<file path="src/rtl/cpu_pipe_pkg.sv">
// Shared pipeline definitions: forward-select encoding and hazard FSM states.
package cpu_pipe_pkg;

  localparam logic [1:0] FWD_RF     = 2'd0;
  localparam logic [1:0] FWD_EXALU  = 2'd1;
  localparam logic [1:0] FWD_MEMALU = 2'd2;
  localparam logic [1:0] FWD_MEMLD  = 2'd3;

  typedef enum logic {
    RUN    = 1'b0,
    LSTALL = 1'b1
  } haz_state_t;

endpackage

</file>
<file path="src/rtl/hazard_fwd_cmp.sv">
// One-operand forward compare: picks the youngest in-flight producer of src.
module hazard_fwd_cmp
  import cpu_pipe_pkg::*;
#(
  parameter int REG_AW = 5
) (
  input  logic [REG_AW-1:0] src,
  input  logic              use_src,
  input  logic              ex_wreg,
  input  logic              ex_m2reg,
  input  logic [REG_AW-1:0] ex_wn,
  input  logic              mem_wreg,
  input  logic              mem_m2reg,
  input  logic [REG_AW-1:0] mem_wn,
  output logic [1:0]        fwd
);

  logic ex_hit;
  logic mem_hit;

  // $0 is never a real destination, so a zero wn can not match.
  assign ex_hit  = use_src & ex_wreg  & (ex_wn  != '0) & (ex_wn  == src);
  assign mem_hit = use_src & mem_wreg & (mem_wn != '0) & (mem_wn == src);

  // A load still in EX shadows any older MEM producer; the load-use stall covers it.
  always_comb begin
    fwd = FWD_RF;
    if (ex_hit) begin
      fwd = ex_m2reg ? FWD_RF : FWD_EXALU;
    end else if (mem_hit) begin
      fwd = mem_m2reg ? FWD_MEMLD : FWD_MEMALU;
    end
  end

endmodule

</file>
<file path="src/rtl/id_hazard_unit.sv">
// ID-stage interlock/forwarding controller. Define HAZ_STATS_EN to add
// stall_cnt/flush_cnt statistics outputs.
module id_hazard_unit
  import cpu_pipe_pkg::*;
#(
  parameter int REG_AW       = 5,
  parameter int LOAD_STALL_N = 1
) (
  input  logic              clk,
  input  logic              clrn,
  input  logic [REG_AW-1:0] id_rs,
  input  logic [REG_AW-1:0] id_rt,
  input  logic              id_use_rs,
  input  logic              id_use_rt,
  input  logic              id_wreg,
  input  logic              id_m2reg,
  input  logic [REG_AW-1:0] id_wn,
  input  logic              id_br_taken,
  output logic [1:0]        fwda,
  output logic [1:0]        fwdb,
  output logic              stall,
  output logic              bubble,
  output logic              flush
`ifdef HAZ_STATS_EN
  ,
  output logic [31:0]       stall_cnt,
  output logic [31:0]       flush_cnt
`endif
);

  localparam logic [2:0] STALL_RELOAD = 3'(LOAD_STALL_N - 1);

  logic              ex_wreg_reg,  ex_m2reg_reg;
  logic [REG_AW-1:0] ex_wn_reg;
  logic              mem_wreg_reg, mem_m2reg_reg;
  logic [REG_AW-1:0] mem_wn_reg;

  haz_state_t state_reg, state_next;
  logic [2:0] cnt_reg, cnt_next;
  logic       hazard;

  logic [1:0][REG_AW-1:0] src;
  logic [1:0]             use_src;
  logic [1:0][1:0]        fwd;

  assign src     = {id_rt, id_rs};
  assign use_src = {id_use_rt, id_use_rs};

  generate
    for (genvar gi = 0; gi < 2; gi++) begin : g_cmp
      hazard_fwd_cmp #(.REG_AW(REG_AW)) u_cmp (
        .src       (src[gi]),
        .use_src   (use_src[gi]),
        .ex_wreg   (ex_wreg_reg),
        .ex_m2reg  (ex_m2reg_reg),
        .ex_wn     (ex_wn_reg),
        .mem_wreg  (mem_wreg_reg),
        .mem_m2reg (mem_m2reg_reg),
        .mem_wn    (mem_wn_reg),
        .fwd       (fwd[gi])
      );
    end
  endgenerate

  assign fwda = fwd[0];
  assign fwdb = fwd[1];

  assign hazard = ex_wreg_reg & ex_m2reg_reg & (ex_wn_reg != '0) &
                  ((id_use_rs & (id_rs == ex_wn_reg)) |
                   (id_use_rt & (id_rt == ex_wn_reg)));

  always_ff @(posedge clk or negedge clrn) begin
    if (!clrn) begin
      state_reg <= RUN;
      cnt_reg   <= '0;
    end else begin
      state_reg <= state_next;
      cnt_reg   <= cnt_next;
    end
  end

  always_comb begin
    state_next = state_reg;
    cnt_next   = cnt_reg;
    case (state_reg)
      RUN: begin
        if (hazard && (LOAD_STALL_N > 1)) begin
          state_next = LSTALL;
          cnt_next   = STALL_RELOAD;
        end
      end
      LSTALL: begin
        cnt_next = cnt_reg - 3'd1;
        if (cnt_reg == 3'd1) begin
          state_next = RUN;
        end
      end
      default: state_next = RUN;
    endcase
  end

  always_comb begin
    stall = 1'b0;
    case (state_reg)
      RUN:     stall = hazard;
      LSTALL:  stall = 1'b1;
      default: stall = 1'b0;
    endcase
    bubble = stall;
    flush  = id_br_taken & ~stall;
  end

  // Downstream stages wait on the multi-cycle memory during LSTALL, so the shadows hold.
  always_ff @(posedge clk or negedge clrn) begin
    if (!clrn) begin
      ex_wreg_reg   <= 1'b0;
      ex_m2reg_reg  <= 1'b0;
      ex_wn_reg     <= '0;
      mem_wreg_reg  <= 1'b0;
      mem_m2reg_reg <= 1'b0;
      mem_wn_reg    <= '0;
    end else if (state_reg == RUN) begin
      mem_wreg_reg  <= ex_wreg_reg;
      mem_m2reg_reg <= ex_m2reg_reg;
      mem_wn_reg    <= ex_wn_reg;
      ex_wreg_reg   <= bubble ? 1'b0 : id_wreg;
      ex_m2reg_reg  <= bubble ? 1'b0 : id_m2reg;
      ex_wn_reg     <= bubble ? '0   : id_wn;
    end
  end

`ifdef HAZ_STATS_EN
  always_ff @(posedge clk or negedge clrn) begin
    if (!clrn) begin
      stall_cnt <= '0;
      flush_cnt <= '0;
    end else begin
      if (stall && (stall_cnt != '1)) stall_cnt <= stall_cnt + 32'd1;
      if (flush && (flush_cnt != '1)) flush_cnt <= flush_cnt + 32'd1;
    end
  end
`endif

endmodule

</file>
<file path="config.mk">
export PLATFORM = sky130hd
export DESIGN_NAME = id_hazard_unit
export DESIGN_NICKNAME = d
export VERILOG_FILES = /design/src/rtl/cpu_pipe_pkg.sv /design/src/rtl/hazard_fwd_cmp.sv /design/src/rtl/id_hazard_unit.sv
export SDC_FILE = /design/constraint.sdc
export NUM_CORES = 1
export LEC_CHECK = 0
export CAP_MARGIN = 20
export CORE_MARGIN = 4
export CORE_UTILIZATION = 45
export DETAILED_ROUTE_END_ITERATION = 7
export GPL_ROUTABILITY_DRIVEN = 0
export GPL_TIMING_DRIVEN = 0
export PLACE_DENSITY_LB_ADDON = 0.1
export SYNTH_ARGS = -nofsm -noshare
export SYNTH_HDL_FRONTEND = slang
export SYNTH_SLANG_ARGS = --single-unit
</file>
<file path="constraint.sdc">
create_clock -name clk -period 3.04 [get_ports clk]
set_clock_uncertainty 0.15 [all_clocks]
set_input_delay 0.76 -clock clk [delete_from_list [all_inputs] [get_ports clk]]
set_output_delay 0.76 -clock clk [all_outputs]
set_load 0.1 [all_outputs]
</file>
# Yosys cells after proc, flatten, opt, wreduce, memory -nomap -nowiden
# Cells that the tools add are included.
# op_classes
n_addsub,1
eq_ne,7
n_mux,12
n_bitwise,21
reduce_logical,2
# op_table
operator,n
$eq 5x5->1,6
$and 1x1->1,18
$reduce_bool 5->1,2
$mux 2,4
$mux 1,6
$mux 5,1
$eq 3x1->1 const B,1
$sub 3x1->3 const B,1
$not 1->1,2
$pmux 1 s2,1
$or 1x1->1,1
# totals
register_bits,18
input_bits,22
output_inout_bits,7
elab_cells,51

# Logic depth before layout (Yosys ltp)
# Gate-level depths: netlist of run 1.
# depth
word_depth,7
ltp_mapped,6
mapped_depth_nobuf,5

# Modules after synthesis
# Synthesis of run 1 repeated with hierarchy kept, for this count alone.
# unflattened
hier_cells,122
area_unflattened_um2,1271.2
# modules_own_cells
mod,instances,cells_each,area_per_inst_um2,seq_area_each_um2
id_hazard_unit,1,74,908.4,450.4
hazard_fwd_cmp,2,24,181.4,0.0

# Worst setup path before layout of run 1
# Ideal clock, no wire load.
# synth_path
path_kind,flip-flop to output port
from,register ex_wn_reg[0]
to,output flush
arrival_time_ns,3.459
required_ns,2.130
slack_ns,-1.329
stages_incl_launch_ff,5
path_buffers,0
cell_sequence,dfrtp_1 or4_1 o21ai_1 a211oi_2 nor3b_1
# synth_between
elab_chain_len,7
elab_cells_between_ends,11
cone_classes,eq/ne (2); mux (1); bitwise (7); reduce/logical (1)
# synth_lines
item,line,text
start: declaration,id_hazard_unit.sv:34,logic [REG_AW-1:0] ex_wn_reg;
start signal: assignment,id_hazard_unit.sv:128,ex_wn_reg <= bubble ? '0 : id_wn;
$eq 5x5->1 (on tied branches),"id_hazard_unit.sv:69, id_hazard_unit.sv:70",
$and 1x1->1 (on tied branches),"id_hazard_unit.sv:69, id_hazard_unit.sv:70",
$or 1x1->1,id_hazard_unit.sv:69,((id_use_rs & (id_rs == ex_wn_reg)) |
$and 1x1->1 *,id_hazard_unit.sv:68,assign hazard = ex_wreg_reg & ex_m2reg_reg & (ex_wn_reg != '0) &
$pmux 1 s2 *,id_hazard_unit.sv:104,case (state_reg)
$not 1->1 *,id_hazard_unit.sv:110,flush = id_br_taken & ~stall;
$and 1x1->1 *,id_hazard_unit.sv:110,
end: declaration,id_hazard_unit.sv:23,output logic flush
# Mark *: on every way between the ends. The rest lies on a longest branch, timed or not.

# Worst setup path after layout of run 1
# layout_path
from,input id_rt[3]
to,output fwdb[0]
# layout_between
elab_chain_len,4
elab_cells_between_ends,6
cone_classes,eq/ne (2); mux (2); bitwise (2)
# layout_lines
item,line,text
start: declaration,id_hazard_unit.sv:12,"input logic [REG_AW-1:0] id_rt,"
$eq 5x5->1,hazard_fwd_cmp.sv:23,assign mem_hit = use_src & mem_wreg & (mem_wn != '0) & (mem_wn == src);
$and 1x1->1,hazard_fwd_cmp.sv:23,
$mux 2,hazard_fwd_cmp.sv:30,end else if (mem_hit) begin
$mux 2 *,hazard_fwd_cmp.sv:28,if (ex_hit) begin
end: declaration,id_hazard_unit.sv:20,"output logic [1:0] fwdb,"
# Marks and branches as above.

==> results of run 1 <==
## routing by layer
metal	global-route usage (%)	wire length [um]
met5	0	0
met3	3.218	109
met2	28.38	1256
met4	5.085	36
met1	21.82	1146
## path summary, 6_finish.rpt
| check | slack [ns] | cells past startpoint | endpoint |
|---|---|---|---|
| worst max-delay path | -0.18 | 8 | fwdb[0] |
| worst min-delay path | 0.35 | 1 | cnt_reg[2] |
| worst max register to register | 0.91 | 7 | ex_wn_reg[3] |
| worst min register to register | 0.35 | 1 | cnt_reg[2] |
| max in group asynchronous | 1.41 | 1 | ex_wn_reg[4] |
| min in group asynchronous | 0.78 | 1 | cnt_reg[2] |
## through the flow
| step | setup TNS [ns] | std cells | util [%] |
|---|---|---|---|
| 5_1_grt | -1.034 | 177 | 74.96 |
| 4_1_cts | -0.7007 | 172 | 70.36 |
| 2_1_floorplan | -0.9496 | 107 | - |
| 3_5_place_dp | -10.22 | 163 | 63.59 |
| 6_report | -0.6236 | 177 | 74.96 |
| 3_3_place_gp | -10.39 | 163 | 63.59 |
## area by class of cell
cell class / count / area [sq um] / share of cell area, %
multi-input cells: 81 / 693.2 / 41.40
flip-flops and latches: 18 / 454.2 / 27.13
repair buffers: 38 / 417.9 / 24.96
clock buffers: 4 / 36.28 / 2.167
well taps: 28 / 35.03 / 2.093
plain buffers: 4 / 22.52 / 1.345
inverters: 4 / 15.01 / 0.8969
## kinds of logic (layout without fill, tap and decap cells)
kind of cell | count (synthesis) | in the layout | share of synthesized area, %
multiplexers | 9 | 9 | 9.241
AO/OA/AOI/OAI | 12 | 12 | 6.634
buffers and inverters | 8 | 50 | 3.199
flip-flops | 18 | 18 | 42.65
adder cells (fa/ha/maj) | 2 | 2 | 2.369
AND/OR/NAND/NOR | 36 | 36 | 17.65
XOR/XNOR | 22 | 22 | 18.25
## critical path, cell delays in order
cell	delay, ns
buf_8	0.10
xor2_2	0.16
nor4_2	0.37
nand3_2	0.16
buf_6	0.16
nor2_4	0.14
mux2i_4	0.26
buf_12	0.19
## synth_stat cells
cell type	number	share of area [%]
nor4_1	2	1.2
a21boi_0	1	0.71
xor2_1	9	7.5
nand3_1	4	1.9
o21ai_1	1	0.47
inv_1	4	1.4
buf_4	1	0.71
clkbuf_1	3	1.1
o21ai_0	9	4.3
or2_1	1	0.59
mux2i_1	3	2.8
xnor2_1	13	11
nand2b_1	7	4.1
ha_1	2	2.4
nor3b_1	1	0.71
nand2_1	9	3.2
nor2_1	6	2.1
dfrtp_1	18	43
mux2_2	6	6.4
or4_1	2	1.4
a211oi_2	1	1.2
nand4_1	4	2.4
## power by group through the flow
| stage | logic, uW | registers (uW) | clock network (uW) |
|---|---|---|---|
| floorplan | 50.1 | 265 | 0 |
| global placement | 91.5 | 270 | 0 |
| detailed placement | 92.8 | 270 | 0 |
| CTS | 103 | 266 | 149 |
| global route | 122 | 268 | 162 |
| finish | 114 | 267 | 143 |
## what timing repair did
action                     in CTS  in global routing
setup endpoints to repair       7                  7
hold buffers                    0                  0
pin swaps                       8                  9
resized for setup              98                 21
setup buffers                   5                  5
==> impl_metrics.csv, run 1 <==
group,metric,value,unit
power_and_ir_drop,power_switching,139.2,uW
power_and_ir_drop,peakVddDrop,344.8,uV
power_and_ir_drop,clkPwrFrac,27.3,%
place,dpl.hpwl,1747,um
floorplan,core_area,0.002233,sq mm
layout,mostFrequentLayoutCells,"dfrtp_1, xnor2_1, clkdlybuf4s50_1",
worst_setup_path,arrival,2.31,ns
status,violations,"setup timing",
synth,synth.distinct_cells,22,
timing,setup_viol,6,
place,dpl_cell_area,0.001420,sq mm
place,place_ws,-1.824,ns
layout,syn_to_final_growth,58.53,%
floorplan,design.portCount,29,
min_path,hold_path_class,"flop to flop",
layout,final_common_cell,"dfrtp_1",
floorplan,rows,17,
timing,slew_headroom,46.47,%
power_and_ir_drop,combPwrFrac,21.7,%
worst_setup_path,worstPathRequired,2.13,ns
status,outcome,"complete, but fails checks",
timing,worst_pin_slew,0.8005,ns
clock_network,cts_tree,"built",
clock_network,cts.sinks,18,
min_path,min_from,"cnt_reg[2]",
timing,min_period_over_period,105.9,%
timing,rsz0062_at_grt,"true",
power_and_ir_drop,p_seq_share,51.0,%
power_and_ir_drop,p_leak,0.0006571,uW
power_and_ir_drop,swShare,26.58,%
clock_network,clk_latency,0.28,ns
synth,yosysWarningCount,0,
power_and_ir_drop,finalPower,523.7,uW
layout,layout.nets,174,
layout,drive_gt1_share,37.58,%
clock_network,cts.clk_slew.worst_paths,0.10,ns
routing,ant_nets,0,
synth,seq_area_frac_synth,42.65,%
clock_network,cts_htree_levels,1,
floorplan,die_height,56.44,um
layout,num-fill-cells,162,
timing,max_clock_freq,310.8,MHz
job,max-cap-violations,0,
synth,syn-cell-area,0.001056,sq mm
synth,postSynthCellCount,107,
timing,finalHoldViolCount,0,
clock_network,root_buffer,"clkbuf_4",
worst_setup_path,critPathMaxFanout,2,
floorplan,die_width,56.44,um
global_routing,antenna_found_initial,0,
global_routing,grt_usage,16.89,%
timing,drv_slew,0,
routing,drt_iter0_drc,17,
floorplan,start_util,47.28,%
routing,post-route-drc-count,0,
routing,drtPass1Iterations,6,
worst_setup_path,crit_type,"primary input to output pin",
routing,vias_per_cell,5.147,
floorplan,dieArea,0.003185,sq mm
synth,ys_ff_latch,18,
timing,layout_min_cycle_time,3.218,ns
routing,finalWirelength,2548,um
power_and_ir_drop,power.density,312.8,mW/mm^2
timing,worst_slack,-0.1780,ns
worst_setup_path,start_kind,"primary input",
layout,final_area,0.001674,sq mm
global_routing,grt_max_degree,19,
global_routing,overflow,0,
worst_setup_path,worst_r2r_startpoint,"ex_wn_reg[3]",
worst_setup_path,crit_path_start,"id_rt[3]",
global_routing,grt_pass1_wl,4291,um
synth,avgSynthCellArea,9.869,sq um
place,numPortBuffers,28,
global_routing,grt_pass1_vias,908,
routing,vias,911,
synth,syn-num-nets,131,
layout,antenna_cells,0,
timing,timing.hold.ws,0.3497,ns
power_and_ir_drop,p_int,384.5,uW
clock_network,numCtsBuffers,3,
worst_setup_path,cp-end-kind,"output pin",
clock_network,cts_buffer_depth,2,
routing,wire_per_inst,14.40,um
Power figures use the tool's default switching activity.
==> inputs of run 2 (changes only) <==
--- a/config.mk
+++ b/config.mk
@@ -8,6 +8,7 @@
 export CAP_MARGIN = 20
 export CORE_MARGIN = 4
 export CORE_UTILIZATION = 45
+export CTS_BUF_LIST = sky130_fd_sc_hd__clkbuf_16
 export DETAILED_ROUTE_END_ITERATION = 7
 export GPL_ROUTABILITY_DRIVEN = 0
 export GPL_TIMING_DRIVEN = 0
==> constraint.sdc (replaced) <==
create_clock -name clk -period 3.9 [get_ports clk]
set_clock_uncertainty 0.15 [all_clocks]
set_input_delay 0.975 -clock clk [delete_from_list [all_inputs] [get_ports clk]]
set_output_delay 0.975 -clock clk [all_outputs]
set_load 0.1 [all_outputs]
==> impl_metrics.csv, run 2 (synthesis results as in run 1) <==
group,metric,value,unit
layout,syn_to_final_growth,43.13,%
routing,finalWirelength,2476,um
clock_network,cts_hold_buf,0,
timing,worst_pin_slew,0.7758,ns
clock_network,cts_tree,"built",
global_routing,overflow,0,
layout,layout.nets,168,
worst_setup_path,arrival,2.67,ns
min_path,hold_path_class,"flop to flop",
timing,layout_min_cycle_time,3.794,ns
routing,drtPass1Iterations,2,
routing,vias,886,
timing,tns,0,ns
clock_network,cts_buffer_depth,2,
worst_setup_path,start_kind,"primary input",
timing,rsz0062_at_grt,"false",
timing,setup_viol,0,
worst_setup_path,worst_r2r_startpoint,"ex_wn_reg[0]",
place,dpl.hpwl,1787,um
routing,ant_nets,0,
floorplan,core_area,0.002233,sq mm
global_routing,antenna_found_initial,0,
worst_setup_path,critPathMaxFanout,2,
clock_network,root_buffer,"clkbuf_16",
timing,max_clock_freq,263.6,MHz
power_and_ir_drop,power.density,314.3,mW/mm^2
clock_network,cts.sinks,18,
worst_setup_path,rrSetupSlack,1.76,ns
routing,post-route-drc-count,0,
layout,drive_gt1_share,23.94,%
place,place_ws,-1.440,ns
min_path,min_path_cells,1,
global_routing,grt_pass1_vias,920,
min_path,min_to,"cnt_reg[2]",
layout,mostFrequentLayoutCells,"dfrtp_1, xnor2_1, clkdlybuf4s50_1",
clock_network,cts.clk_slew.worst_paths,0.05,ns
timing,min_period_over_period,97.29,%
worst_setup_path,crit_type,"primary input to output pin",
worst_setup_path,cp-end-kind,"output pin",
place,numPortBuffers,28,
timing,drv_slew,0,
floorplan,start_util,47.28,%
global_routing,grt_max_degree,19,
floorplan,die_height,56.44,um
routing,vias_per_cell,5.212,
timing,slew_headroom,48.12,%
layout,antenna_cells,0,
clock_network,numCtsBuffers,3,
timing,timing.hold.ws,0.3452,ns
timing,worst_slack,0.1058,ns
routing,drt_iter0_drc,15,
global_routing,grt_pass1_wl,4257,um
min_path,min_from,"cnt_reg[2]",
power_and_ir_drop,p_leak,0.0006236,uW
clock_network,cts_htree_levels,1,
worst_setup_path,worstPathRequired,2.77,ns
timing,finalHoldViolCount,0,
routing,wire_per_inst,14.56,um
global_routing,grt_usage,17.01,%
power_and_ir_drop,peakVddDrop,263.2,uV
floorplan,die_width,56.44,um
floorplan,dieArea,0.003185,sq mm
worst_setup_path,r2r_end,"ex_wn_reg[4]",
status,outcome,"finished, final reports clean",
layout,final_common_cell,"dfrtp_1",
clock_network,clk_latency,0.24,ns
floorplan,rows,17,
worst_setup_path,reg2reg_depth,6,
job,max-cap-violations,0,
floorplan,design.portCount,29,
run 2: worst max-delay path: stages:
cell and delay (ns):
clkdlybuf4s50_1 0.53, xnor2_1 0.13, nand4_1 0.12, nor2_1 0.17
nand3_1 0.10, nor2_1 0.09, clkdlybuf4s15_2 0.56
run 2: power by group:
| part | total (uW) | switching [uW] | internal (uW) |
|---|---|---|---|
| Sequential | 208 | 12.2 | 195 |
| Clock | 195 | 60.2 | 134 |
| Combinational | 73.0 | 35.9 | 37.1 |
| Total | 475 | 108 | 367 |
run 2: worst max-delay path by stage:
stage	endpoint	start	cells past startpoint	slack (ns)
after floorplan	fwda[0]	id_rs[4]	5	0.002
after global placement	stall	id_rt[3]	8	-1.39
after detailed placement	stall	id_rt[3]	8	-1.44
after CTS	stall	id_rt[1]	9	0.003
after global routing	stall	id_rt[4]	9	0.01
final	fwda[1]	id_rs[2]	7	0.11
run 2: cell type report:
cell class	count	area, sq um
inverters	4	15.01
clock buffers	3	75.07
repair buffers	32	294.0
plain buffers	4	18.77
flip-flops and latches	18	450.4
fillers	191	721.9
well taps	28	35.03
multi-input cells	81	623.1
run 2: repair_timing:
item | CTS | global route
gates resized for setup | 52 | 9
pin swaps | 5 | 6
buffers inserted | 3 | 0
setup endpoints to repair | 7 | 7
cloned | 1 | 0
run 2: metrics by stage:
step	instance area (sq um)	std cells	utilization, %	power [uW]
finish	1511	170	67.68	475.1
global route	1511	170	67.68	495.3
CTS	1515	170	67.84	480.2
detailed placement	1395	163	62.47	282.8
global placement	1395	163	62.47	280.6
floorplan	1080	107	-	244.7
run 2: metal layers:
layer	wire length, um	vias to the layer above	GRT usage (%)
met5	0	-	0
met4	30	0	8.136
met3	134	4	3.908
met2	1218	24	27.89
met1	1092	424	20.86
li1	-	434	-
==> RTL change, RTL diff (config.mk and constraints of run 1) <==
`REG_AW` is set to 5 in 2 places; all go to 6.
--- a/src/rtl/hazard_fwd_cmp.sv
+++ b/src/rtl/hazard_fwd_cmp.sv
@@ -2,7 +2,7 @@
 module hazard_fwd_cmp
   import cpu_pipe_pkg::*;
 #(
-  parameter int REG_AW = 5
+  parameter int REG_AW = 6
 ) (
   input  logic [REG_AW-1:0] src,
   input  logic              use_src,
--- a/src/rtl/id_hazard_unit.sv
+++ b/src/rtl/id_hazard_unit.sv
@@ -3,7 +3,7 @@
 module id_hazard_unit
   import cpu_pipe_pkg::*;
 #(
-  parameter int REG_AW       = 5,
+  parameter int REG_AW       = 6,
   parameter int LOAD_STALL_N = 1
 ) (
   input  logic              clk,
Interface: changed (resized id_rs, id_rt and id_wn); port bits go from 29 to 32. The function was not compared with the original's and may differ.
==> RTL change against run 1 <==
The run still ends with negative setup slack left. Sequential share of layout area fell by 1.1 points. Setup slack improved by 0.0035 ns. Highest routed layer unchanged. Largest power group unchanged. Core utilization rose by 2.5 points. Wire length rose by 14%. Sequential cell count rose by 2. Final area rose by 17%. Register-to-register slack got worse by 0.30 ns. Synthesized cell count rose by 1.9%. Non-clock buffer count rose by 6. Maximum frequency rose by 0.11%. Total power rose by 5.5%. Synthesized area rose by 14%. Combinational power rose by 19%.
==> RTL change: results (changes against run 1) <==
Global route
  • First-pass GRT wire length: 5.023 mm (+17%)
  • Largest net degree at the start of global routing: 21 (+2)
  • GRT Util Overall: 18.80% (+1.9 points)

Synth
  • Synth top area cells: dfrtp_1 42%, xnor2_1 9.4%, xor2_1 9.4%
  • Post-Syn Nets: 136 (+3.8%)
  • Unique masters post-synth: 25 (+14%)
  • Register area share after synthesis: 41.54% (-1.1 points)
  • Synth top cells by count: 20 x dfrtp_1, 13 x xnor2_1, 13 x xor2_1
  • Syn Inst Count: 109 (+1.9%)

Critical path
  • RR Endpoint: ex_m2reg_reg
  • Worst Reg2Reg Path Length in Cells: 6 (-1)
  • Reg2reg setup slack: 0.61 ns (-0.30 ns)

Timing
  • Worst Slack Setup Final: -0.1745 ns (+0.003505 ns)
  • Fin Hold WS: 0.3311 ns (-0.01860 ns)
  • Post-route setup TNS: -0.6806 ns (-0.05701 ns)
  • Setup violators final: 5 (-1)
  • Normalized max-slew margin: 43.36% (-3.1 points)

Final layout
  • Share of cells above drive strength 1: 45.51% (+7.9 points)
  • Nets: 185 (+6.3%)
  • # fillers: 167 (+3.1%)
  • Fin area: 1953 um2 (+17%)

Clock tree
  • Post-CTS setup buffers: 8 (+3)
  • Resized cells post-CTS: 123 (+26%)

Power
  • Leakage: 0.0007635 uW (+16%)

Routing
  • TritonRoute pass-1 iters: 4 (-2)
  • Post-DR vias/cell: 5.355 (+4.0%)
  • WL per Instance: 15.59 um (+8.3%)

Placed design
  • Half-perimeter wire length after placement: 2.115 mm (+21%)
  • Dpl cell area: 1667 um2 (+17%)
  • Pre-CTS setup slack: -1.610 ns (+0.2141 ns)
  • Cells after DPL: 170 (+4.3%)
  • PortBufs: 31 (+11%)

Run status
  • Violated checks: negative setup slack
  • Status: complete, but fails checks
RTL change: critical path: stages:
cell and delay (ns):
buf_8 0.10, xor2_1 0.15, or4_4 0.59, a211oi_4 0.27, or2_4 0.18, buf_12 0.10, buf_12 0.16
RTL change: layer usage:
| layer | global-route usage, % | vias to the layer above | share of wire, % |
|---|---|---|---|
| li1 | - | 478 | - |
| met1 | 24.83 | 481 | 42 |
| met2 | 31.17 | 28 | 51 |
| met3 | 1.296 | 9 | 4.2 |
| met4 | 8.861 | 0 | 2.7 |
| met5 | 0 | - | 0 |
RTL change: kinds of logic (layout without fill, tap and decap cells):
| kind of cell | Yosys count | count (layout) | synth area share (%) |
|---|---|---|---|
| and+or+nand+nor | 28 | 28 | 12.88 |
| xor gates and xnor gates | 26 | 26 | 18.90 |
| DFF | 20 | 20 | 41.54 |
| muxes | 17 | 17 | 14.85 |
| AOI/OAI and AO/OA | 8 | 8 | 6.957 |
| buffers and inverters | 8 | 55 | 2.804 |
| adders and majority gates | 2 | 2 | 2.077 |
RTL change: layout make-up:
| class | count | share of cell area [%] |
|---|---|---|
| inverters | 4 | 0.7687 |
| flip-flops and latches | 20 | 26.01 |
| plain buffers | 4 | 1.602 |
| multi-input cells | 81 | 43.18 |
| clock buffers | 3 | 1.153 |
| repair buffers | 44 | 25.37 |
| well taps | 30 | 1.922 |
RTL change: worst max path at each step:
| stage | start | end |
|---|---|---|
| after floorplan | id_rt[5] | stall |
| after global placement | id_rt[0] | stall |
| after detailed placement | id_rt[0] | stall |
| after CTS | id_rs[5] | stall |
| after global routing | id_rt[5] | stall |
| final | id_rt[5] | stall |
RTL change: report_power, final:
group          internal, uW  leakage [uW]  switching (uW)
Sequential              278      0.000237            19.7
Clock                  46.1     0.0000138            72.4
Combinational          80.1      0.000513            56.1
Total                   404      0.000763             148
